--- src/rtl/mul_div_pkg.sv ---
// ============================================================================
// mul_div_pkg : shared types and op-decoding helpers for the RV32M mul/div unit
// Revision    : 1.0
// ============================================================================
`default_nettype none

package mul_div_pkg;

    typedef enum logic [2:0] {
        OP_MUL    = 3'b000,
        OP_MULH   = 3'b001,
        OP_MULHSU = 3'b010,
        OP_MULHU  = 3'b011,
        OP_DIV    = 3'b100,
        OP_DIVU   = 3'b101,
        OP_REM    = 3'b110,
        OP_REMU   = 3'b111
    } mdu_op_t;

    typedef enum logic [1:0] {
        S_IDLE = 2'd0,
        S_BUSY = 2'd1,
        S_DONE = 2'd2
    } mdu_state_t;

    function automatic logic is_div(input logic [2:0] op);
        return op[2];
    endfunction

    function automatic logic is_signed_a(input logic [2:0] op);
        return (op == OP_MULH) || (op == OP_MULHSU) || (op == OP_DIV) || (op == OP_REM);
    endfunction

    function automatic logic is_signed_b(input logic [2:0] op);
        return (op == OP_MULH) || (op == OP_DIV) || (op == OP_REM);
    endfunction

endpackage

`default_nettype wire

--- src/rtl/mdu_operand_prep.sv ---
// ============================================================================
// mdu_operand_prep : operand magnitude extraction and sign flags per op
// Revision         : 1.0
// ============================================================================
`default_nettype none

module mdu_operand_prep
    import mul_div_pkg::*;
#(
    parameter int XLEN = 32
) (
    input  logic [2:0]      op_i,
    input  logic [XLEN-1:0] a_i,
    input  logic [XLEN-1:0] b_i,
    output logic [XLEN-1:0] mag_a_o,
    output logic [XLEN-1:0] mag_b_o,
    output logic            neg_a_o,
    output logic            neg_b_o
);

    logic w_neg_a;
    logic w_neg_b;

    assign w_neg_a = is_signed_a(op_i) & a_i[XLEN-1];
    assign w_neg_b = is_signed_b(op_i) & b_i[XLEN-1];

    // The most-negative value negates to itself, which is its correct unsigned magnitude.
    assign mag_a_o = w_neg_a ? (~a_i + 1'b1) : a_i;
    assign mag_b_o = w_neg_b ? (~b_i + 1'b1) : b_i;
    assign neg_a_o = w_neg_a;
    assign neg_b_o = w_neg_b;

endmodule

`default_nettype wire

--- src/rtl/mul_div_unit.sv ---
// ============================================================================
// mul_div_unit : iterative radix-2 RV32M multiply/divide, one bit per cycle
//                Divide datapath present only when MUL_DIV_UNIT_DIV_EN is defined.
// Revision     : 1.0
// ============================================================================
`default_nettype none

module mul_div_unit
    import mul_div_pkg::*;
#(
    parameter int XLEN = 32
) (
    input  logic            clk,
    input  logic            rst_n,
    input  logic            in_valid,
    output logic            in_ready,
    input  logic [2:0]      op,
    input  logic [XLEN-1:0] in_a,
    input  logic [XLEN-1:0] in_b,
    output logic            out_valid,
    input  logic            out_ready,
    output logic [XLEN-1:0] result,
    output logic            zero,
    output logic            busy
);

    localparam int CNT_W = $clog2(XLEN + 1);

    mdu_state_t        state_q,   state_d;
    logic [CNT_W-1:0]  cnt_q,     cnt_d;
    mdu_op_t           op_q,      op_d;
    logic [2*XLEN-1:0] acc_q,     acc_d;
    logic [XLEN-1:0]   opnd_q,    opnd_d;
    logic              neg_q,     neg_d;
    logic              special_q, special_d;
    logic [XLEN-1:0]   result_q,  result_d;

    logic [XLEN-1:0]   prep_mag_a;
    logic [XLEN-1:0]   prep_mag_b;
    logic              prep_neg_a;
    logic              prep_neg_b;

    mdu_operand_prep #(
        .XLEN (XLEN)
    ) u_prep (
        .op_i    (op),
        .a_i     (in_a),
        .b_i     (in_b),
        .mag_a_o (prep_mag_a),
        .mag_b_o (prep_mag_b),
        .neg_a_o (prep_neg_a),
        .neg_b_o (prep_neg_b)
    );

    // Multiply: acc = {partial product, remaining multiplier bits}, shifted right each step.
    logic [XLEN:0]     mul_sum;
    logic [2*XLEN-1:0] mul_step;
    logic [2*XLEN-1:0] mul_prod;
    logic [XLEN-1:0]   mul_res;

    assign mul_sum  = {1'b0, acc_q[2*XLEN-1:XLEN]} + (acc_q[0] ? {1'b0, opnd_q} : {(XLEN+1){1'b0}});
    assign mul_step = {mul_sum, acc_q[XLEN-1:1]};
    assign mul_prod = neg_q ? (~acc_q + 1'b1) : acc_q;
    assign mul_res  = (op_q == OP_MUL) ? mul_prod[XLEN-1:0] : mul_prod[2*XLEN-1:XLEN];

`ifdef MUL_DIV_UNIT_DIV_EN
    localparam logic [XLEN-1:0] INT_MIN = {1'b1, {(XLEN-1){1'b0}}};

    // Divide: acc = {partial remainder, dividend bits shifting out / quotient bits shifting in}.
    logic [XLEN:0]     div_shift;
    logic [XLEN:0]     div_diff;
    logic [2*XLEN-1:0] div_step;
    logic [XLEN-1:0]   div_sel;
    logic [XLEN-1:0]   div_res;
    logic              div_ovf;

    assign div_shift = {acc_q[2*XLEN-1:XLEN], acc_q[XLEN-1]};
    assign div_diff  = div_shift - {1'b0, opnd_q};
    assign div_step  = div_diff[XLEN]
                     ? {div_shift[XLEN-1:0], acc_q[XLEN-2:0], 1'b0}
                     : {div_diff[XLEN-1:0],  acc_q[XLEN-2:0], 1'b1};
    assign div_sel   = op_q[1] ? acc_q[2*XLEN-1:XLEN] : acc_q[XLEN-1:0];
    assign div_res   = neg_q ? (~div_sel + 1'b1) : div_sel;
    assign div_ovf   = is_signed_a(op) && (in_a == INT_MIN) && (in_b == {XLEN{1'b1}});
`endif

    always_comb begin
        state_d   = state_q;
        cnt_d     = cnt_q;
        op_d      = op_q;
        acc_d     = acc_q;
        opnd_d    = opnd_q;
        neg_d     = neg_q;
        special_d = special_q;
        result_d  = result_q;

        case (state_q)
            S_IDLE: begin
                if (in_valid) begin
                    op_d      = mdu_op_t'(op);
                    cnt_d     = CNT_W'(XLEN);
                    special_d = 1'b0;
                    state_d   = S_BUSY;
                    if (is_div(op)) begin
                        acc_d  = {{XLEN{1'b0}}, prep_mag_a};
                        opnd_d = prep_mag_b;
                        neg_d  = op[1] ? prep_neg_a : (prep_neg_a ^ prep_neg_b);
`ifdef MUL_DIV_UNIT_DIV_EN
                        if (in_b == '0) begin
                            special_d = 1'b1;
                            result_d  = op[1] ? in_a : {XLEN{1'b1}};
                        end else if (div_ovf) begin
                            special_d = 1'b1;
                            result_d  = op[1] ? '0 : INT_MIN;
                        end
`else
                        special_d = 1'b1;
                        result_d  = '0;
`endif
                    end else begin
                        acc_d  = {{XLEN{1'b0}}, prep_mag_b};
                        opnd_d = prep_mag_a;
                        neg_d  = prep_neg_a ^ prep_neg_b;
                    end
                end
            end
            S_BUSY: begin
                // Special cases spend exactly one cycle here with the result already loaded.
                if (special_q) begin
                    state_d = S_DONE;
                end else if (cnt_q != '0) begin
                    cnt_d = cnt_q - CNT_W'(1);
`ifdef MUL_DIV_UNIT_DIV_EN
                    acc_d = is_div(op_q) ? div_step : mul_step;
`else
                    acc_d = mul_step;
`endif
                end else begin
`ifdef MUL_DIV_UNIT_DIV_EN
                    result_d = is_div(op_q) ? div_res : mul_res;
`else
                    result_d = mul_res;
`endif
                    state_d  = S_DONE;
                end
            end
            S_DONE: begin
                if (out_ready) begin
                    state_d = S_IDLE;
                end
            end
            default: begin
                state_d = S_IDLE;
            end
        endcase
    end

    always_ff @(posedge clk) begin
        if (!rst_n) begin
            state_q   <= S_IDLE;
            cnt_q     <= '0;
            op_q      <= OP_MUL;
            acc_q     <= '0;
            opnd_q    <= '0;
            neg_q     <= 1'b0;
            special_q <= 1'b0;
            result_q  <= '0;
        end else begin
            state_q   <= state_d;
            cnt_q     <= cnt_d;
            op_q      <= op_d;
            acc_q     <= acc_d;
            opnd_q    <= opnd_d;
            neg_q     <= neg_d;
            special_q <= special_d;
            result_q  <= result_d;
        end
    end

    assign in_ready  = (state_q == S_IDLE);
    assign out_valid = (state_q == S_DONE);
    assign busy      = (state_q != S_IDLE);
    assign result    = result_q;
    assign zero      = (result_q == '0);

endmodule

`default_nettype wire

--- config.mk ---
export PLATFORM = sky130hd
export DESIGN_NAME = mul_div_unit
export DESIGN_NICKNAME = d
export VERILOG_FILES = /design/src/rtl/mul_div_pkg.sv /design/src/rtl/mdu_operand_prep.sv /design/src/rtl/mul_div_unit.sv
export SDC_FILE = /design/constraint.sdc
export NUM_CORES = 1
export LEC_CHECK = 0
export ABC_AREA = 1
export BUFFER_PORTS_ARGS = -buffer_cell sky130_fd_sc_hd__buf_2
export CAP_MARGIN = 20
export CELL_PAD_IN_SITES_DETAIL_PLACEMENT = 0
export CELL_PAD_IN_SITES_GLOBAL_PLACEMENT = 2
export CORE_ASPECT_RATIO = 1.2
export CORE_MARGIN = 2
export CORE_UTILIZATION = 32
export CTS_CLUSTER_DIAMETER = 60
export DETAILED_ROUTE_END_ITERATION = 8
export GPL_TIMING_DRIVEN = 1
export PLACE_DENSITY_LB_ADDON = 0.1
export SLEW_MARGIN = 40
export SYNTH_ARGS = -nofsm -noshare
export SYNTH_HDL_FRONTEND = slang
export SYNTH_HIERARCHICAL = 1
export SYNTH_SLANG_ARGS = --single-unit
--- constraint.sdc ---
create_clock -name clk -period 2.3 [get_ports clk]
set_input_delay 0.46 -clock clk [delete_from_list [all_inputs] [get_ports clk]]
set_output_delay 0.46 -clock clk [all_outputs]
set_load 0.02 [all_outputs]
After elaboration in Yosys (flattened, before gate mapping)
Index checks and enable logic that the tools add are counted.
{"block": "totals", "ff_bits": 141, "out_inout_bits": 36, "inputBits": 71, "wordCells": 75}
{"block": "op_classes", "reduce_logical": 15, "n_eq_ne": 13, "addsub": 5, "muxes": 28, "bitwise_logic": 6}
{"cell": "2-to-1 mux 32 bit", "n": 10}
{"cell": "2-to-1 mux 64 bit", "n": 4}
{"cell": "one-hot mux 64 bit (2 select lines)", "n": 1}
{"cell": "adder 32 x 1 -> 32 bit (second input constant)", "n": 2}
{"cell": "adder 64 x 1 -> 64 bit (second input constant)", "n": 1}
{"cell": "NOT 32 bit", "n": 2}
{"cell": "NOT 64 bit", "n": 1}
{"cell": "one-hot mux 32 bit (2 select lines)", "n": 1}
{"cell": "adder 32 x 32 -> 33 bit", "n": 1}
{"cell": "zero test 32 bit", "n": 1}
{"cell": "2-to-1 mux 6 bit", "n": 3}
{"cell": "one-hot mux 6 bit (2 select lines)", "n": 1}
{"cell": "2-to-1 mux 2 bit", "n": 4}
{"cell": "!= test 2 bit (second input constant)", "n": 4}
{"cell": "equality test 3 bit (second input constant)", "n": 2}
{"cell": "one-hot mux 2 bit (3 select lines)", "n": 1}
{"cell": "nonzero test 6 bit", "n": 1}
{"cell": "subtractor 6 x 1 -> 6 bit (second input constant)", "n": 1}
{"cell": "logical OR 1 bit", "n": 5}
{"cell": "AND reduction 5 bit", "n": 1}
{"cell": "!= test 2 x 1 -> 1 bit (second input constant)", "n": 2}
{"cell": "AND reduction 4 bit", "n": 1}
{"cell": "nonzero test 2 bit", "n": 2}
{"cell": "equality test 3 x 1 -> 1 bit (second input constant)", "n": 1}
{"cell": "11 further kinds", "n": 14}

Longest topological paths before layout
{"block": "depth", "depth_word": 9, "depth_mapped": 16, "mapped_depth_nobuf": 15}

Hierarchy
The synthesis kept the hierarchy.
{"mod": "mul_div_unit", "n_inst": 1, "area_each_um2": 10802.9, "cells_per_inst": 1848, "seq_area_each_um2": 2802.7}
{"mod": "mdu_operand_prep", "n_inst": 1, "area_each_um2": 2324.7, "cells_per_inst": 528, "seq_area_each_um2": 0.0}

Worst setup path before layout
OpenSTA, ideal clock, no wires.
{"block": "synth_path", "path_type": "register to register", "start": "register acc_q[0]", "end": "register acc_q[46]", "required_time_ps": 2168, "slack_ps": 206, "path_buffers": 2, "t_arrival_ps": 1961, "setup_time_ps": 132, "period_less_slack_ps": 2094, "stages_incl_launch_ff": 15, "path_cell_list": "dfxtp_1 > buf_6 > clkbuf_1 > nand2_1 > inv_1 > ha_1 > a21oi_1 > nand2_1 > nand3_1 > nand2_1 > nand2_1 > nand2_1 > or2_2 > nand3_1 > a21oi_1"}
{"block": "synth_via", "elab_chain_len": 5}
{"element": "start, declared", "line": "mul_div_unit.sv:32", "source": "logic [2*XLEN-1:0] acc_q, acc_d;"}
{"element": "start signal, assigned", "line": "mul_div_unit.sv:163", "source": "acc_q <= '0;"}
{"element": "start signal, assigned", "line": "mul_div_unit.sv:172", "source": "acc_q <= acc_d;"}
{"element": "2-to-1 mux 32 bit", "line": "mul_div_unit.sv:61", "source": "assign mul_sum = {1'b0, acc_q[2*XLEN-1:XLEN]} + (acc_q[0] ? {1'b0, opnd_q} : {(XLEN+1){1'b0}});"}
{"element": "adder 32 x 32 -> 33 bit", "line": "mul_div_unit.sv:61"}
{"element": "2-to-1 mux 64 bit", "line": "mul_div_unit.sv:131", "source": "end else if (cnt_q != '0) begin"}
{"element": "2-to-1 mux 64 bit", "line": "mul_div_unit.sv:129", "source": "if (special_q) begin"}
{"element": "one-hot mux 64 bit (2 select lines)", "line": "mul_div_unit.sv:97", "source": "case (state_q)"}
Every way passes these cells. The select of a mux whose other input is x is not followed.
A chain may end at the register's enable or synchronous reset.

Final worst setup path
{"block": "layout_path", "start": "register acc_q[0]", "end": "register acc_q[59]"}
The elaborated chain is that of the path after synthesis.

==> metrics.txt <==
outcome=complete, no violations; Post-Synthesis Cells=2376; Critical path origin=acc_q[0]$_SDFFE_PN0P_; num rows=81; Worst Path Required=2.68 ns; final setup vio count=0; fin nets=2669; yosys synthesis warning count=6; Cell Area, Placed=0.0151 mm^2; post-synthesis sequential area ratio=0.213; HP Class=in -> reg; cell area after layout=0.0161 mm^2; Worst path max stage delay=0.37 ns; Compound-Gate Fraction of Synth Area=0.161; routed metal-1 wirelength=25.0 mm; initial core utilization=0.323; Diodes inserted=0; standby leakage power=8.02 nW; GP Congestion=0.940; DRC Markers=0; Vias per Instance=5.03; CP Data Arrival Time=2.55 ns; worst path bufs/invs=3; layout cells sized above 1=0.170; global route overflow=0; syn avg cell area=5.53 um^2; Slew headroom=0.598; DR WL/cell=18.8 um; global-route wire length before repair=87.9 mm; crit-path leading delay family=compound AO/OA/AOI/OAI gates; kind of critical path=reg -> reg; fill cell count=4666; Async SR Flop Fraction=0; number of enable flip-flop cells after synthesis=0; met3 wire len=1.69 mm; post-synthesis mux area share=0; Die Span X=189 um; Final Skew=0.0118 ns; DP HPWL=48.2 mm; CTS tree=yes; H-tree Lvls=4; GRT Util Overall=0.273; Post-Synth XOR/XNOR Area=0.0167; Routed Antenna Nets=0; Period minus WS final=2.17 ns; worst r2r src=acc_q[0]$_SDFFE_PN0P_; vias in the first global route=14789; clock transition at the registers of the reported paths=0.07 ns; DR top layer=met4; fmax=0.460 GHz; final core occ=0.396; largest family of logic cells by synthesized area=simple AND/OR/NAND/NOR gates; RSZ-0062 raised after global routing=true; port bufs=106; metal2 WL=29.4 mm; CP max-delay cell=dfxtp_4; Post-Synthesis Cell Area=0.0131 mm^2; initial antenna violation count=0; clk root buf=clkbuf_16; Die H=226 um; Post-Route Setup TNS=0 ns; Synth Net Count=2485; critical path, cell by cell=clkbuf_16, nand2_1, inv_1, ha_1, a21oi_1, o21ai_1, inv_1, nand2_1, a21oi_1, nand2_1, nand2_1, nand3_1, a21oi_1; flops & latches, synth=140; Top cell by count, worst path=nand2_1; Final period util=0.945; worst hold margin=0.260 ns; Reg2Reg Setup Slack=0.13 ns; Core ar.=0.0406 mm^2; worst vdd ir=0.000469 V; ys flop type=dfxtp_1; crit end category=flop; Final Max Tran Viols=0; CP max FO=16; hold_sp=out_ready; max cap viols=0; initial drt markers=958; # clock sinks=140; vias=15651; Setup crit start kind=flop; clk_lat worst skew=0.46 ns; Simple-Gate Fraction of Synth Area=0.457; deepest clock path buffer count=2; largest net degree at the start of global routing=78; Area Overhead vs Synth=22.7%; DRT Pass-1 Iters=7; Adder-Cell Fraction of Synth Area=0.0368; Slew @ Worst Pin=0.602 ns; die area=0.0427 mm^2; routed wire length=58.6 mm; Pwr Density=626 mW/mm^2; total CTS buffers=17; Ports=107; Final Hold Vio Count=0; Distinct cells, synth=46
[power by group]
group	internal [mW]	switching, mW
Combinational	1.37	2.78
Clock	1.63	1.25
Sequential	2.70	0.352
[worst min-delay path: stages]
cell and delay [ns]:
buf_2 0.08, inv_1 0.03, nand2_1 0.05, a21oi_1 0.05
[metal layers]
layer,vias up,GRT usage
met2,337,0.502
met1,7232,0.325
met4,0,0.116
met3,89,0.0222
met5,-,0
li1,7993,-
[final timing paths]
kind                                                 to  cells past startpoint
worst min register to register    cnt_q[0]$_SDFFE_PN0P_                      1
worst max-delay path             acc_q[59]$_SDFFE_PN0P_                     13
worst max register to register   acc_q[59]$_SDFFE_PN0P_                     13
worst min-delay path            state_q[1]$_SDFFE_PN0P_                      4
[Yosys cell counts (12+ instances only)]
master    instances  area share
nand3b_1         27       0.015
or2_2            13      0.0062
nor2_2           12      0.0057
inv_1           259       0.074
a31oi_1          63       0.030
a21oi_1         146       0.056
clkbuf_1         38       0.011
ha_1             37       0.035
nand2_1         810        0.23
dfxtp_1         140        0.21
nand4_1          23       0.011
xor2_1           20       0.013
o21ai_0         144       0.055
buf_2            32       0.012
nor2_1          325       0.093
nand3_1         155       0.059
[cells by family after synthesis]
kind of cell | count (synthesis)
AO/OA/AOI/OAI | 388
flip-flops | 140
buffers and inverters | 364
AND/OR/NAND/NOR | 1421
XOR/XNOR | 25
adder cells (fa/ha/maj) | 38
[state kept, by name, indices dropped and copies added, names as in the netlist]
register,count
state_q,2
acc_q,64
opnd_q,32
cnt_q,6
op_q,3
neg_q,1
result,32
[placed cells by master (no fill, tap or decap), types with 7 or more instances in the layout]
cell type and instances:
or2_2 13, nand2_2 25, buf_12 13, nand3_2 8, nand2_4 7, a31oi_1 63, a21oi_1 128, a21oi_2 21
o21ai_1 16, inv_1 255, dfxtp_1 138, nand3b_1 27, nor2_4 9, buf_2 106, o211ai_1 11, buf_4 135
o21ai_0 132, ha_4 13, ha_1 20, inv_2 15, o21bai_1 7, clkbuf_16 18, nor2_2 20, nor2_1 316
nand3_1 150, xor2_1 20, nand2_1 794, nor3_1 8, nand4_1 23
[area by class of cell]
cell class	count	area, um^2	share of cell area
Timing Repair Buffer	255	1830	0.114
Sequential cell	140	2810	0.174
Inverter	274	1030	0.0639
Multi-Input combinational cell	1872	9190	0.570
Clock buffer	19	443	0.0275
Tap cell	539	674	0.0419
Clock inverter	12	139	0.00862
[what timing repair did]
item | 4_1_cts | 5_1_grt
setup buffers | 0 | 4
endpoints found under the hold margin | 0 | 0
setup endpoints to repair | 8 | 26
hold buffers | 0 | 0
pin swaps | 0 | 8
gates resized for setup | 6 | 87
gates cloned | 0 | 1
[through the flow]
stage,instances,total power [mW],worst slack (ns)
6_report,3111,10.1,0.127
5_1_grt,3111,10.7,-0.0314
4_1_cts,3106,10.1,0.0116
3_5_place_dp,3075,7.20,-0.0490
3_3_place_gp,3075,7.19,-0.0391
2_1_floorplan,2376,5.64,0.206
No activity file was read; power rests on OpenSTA's default activity.
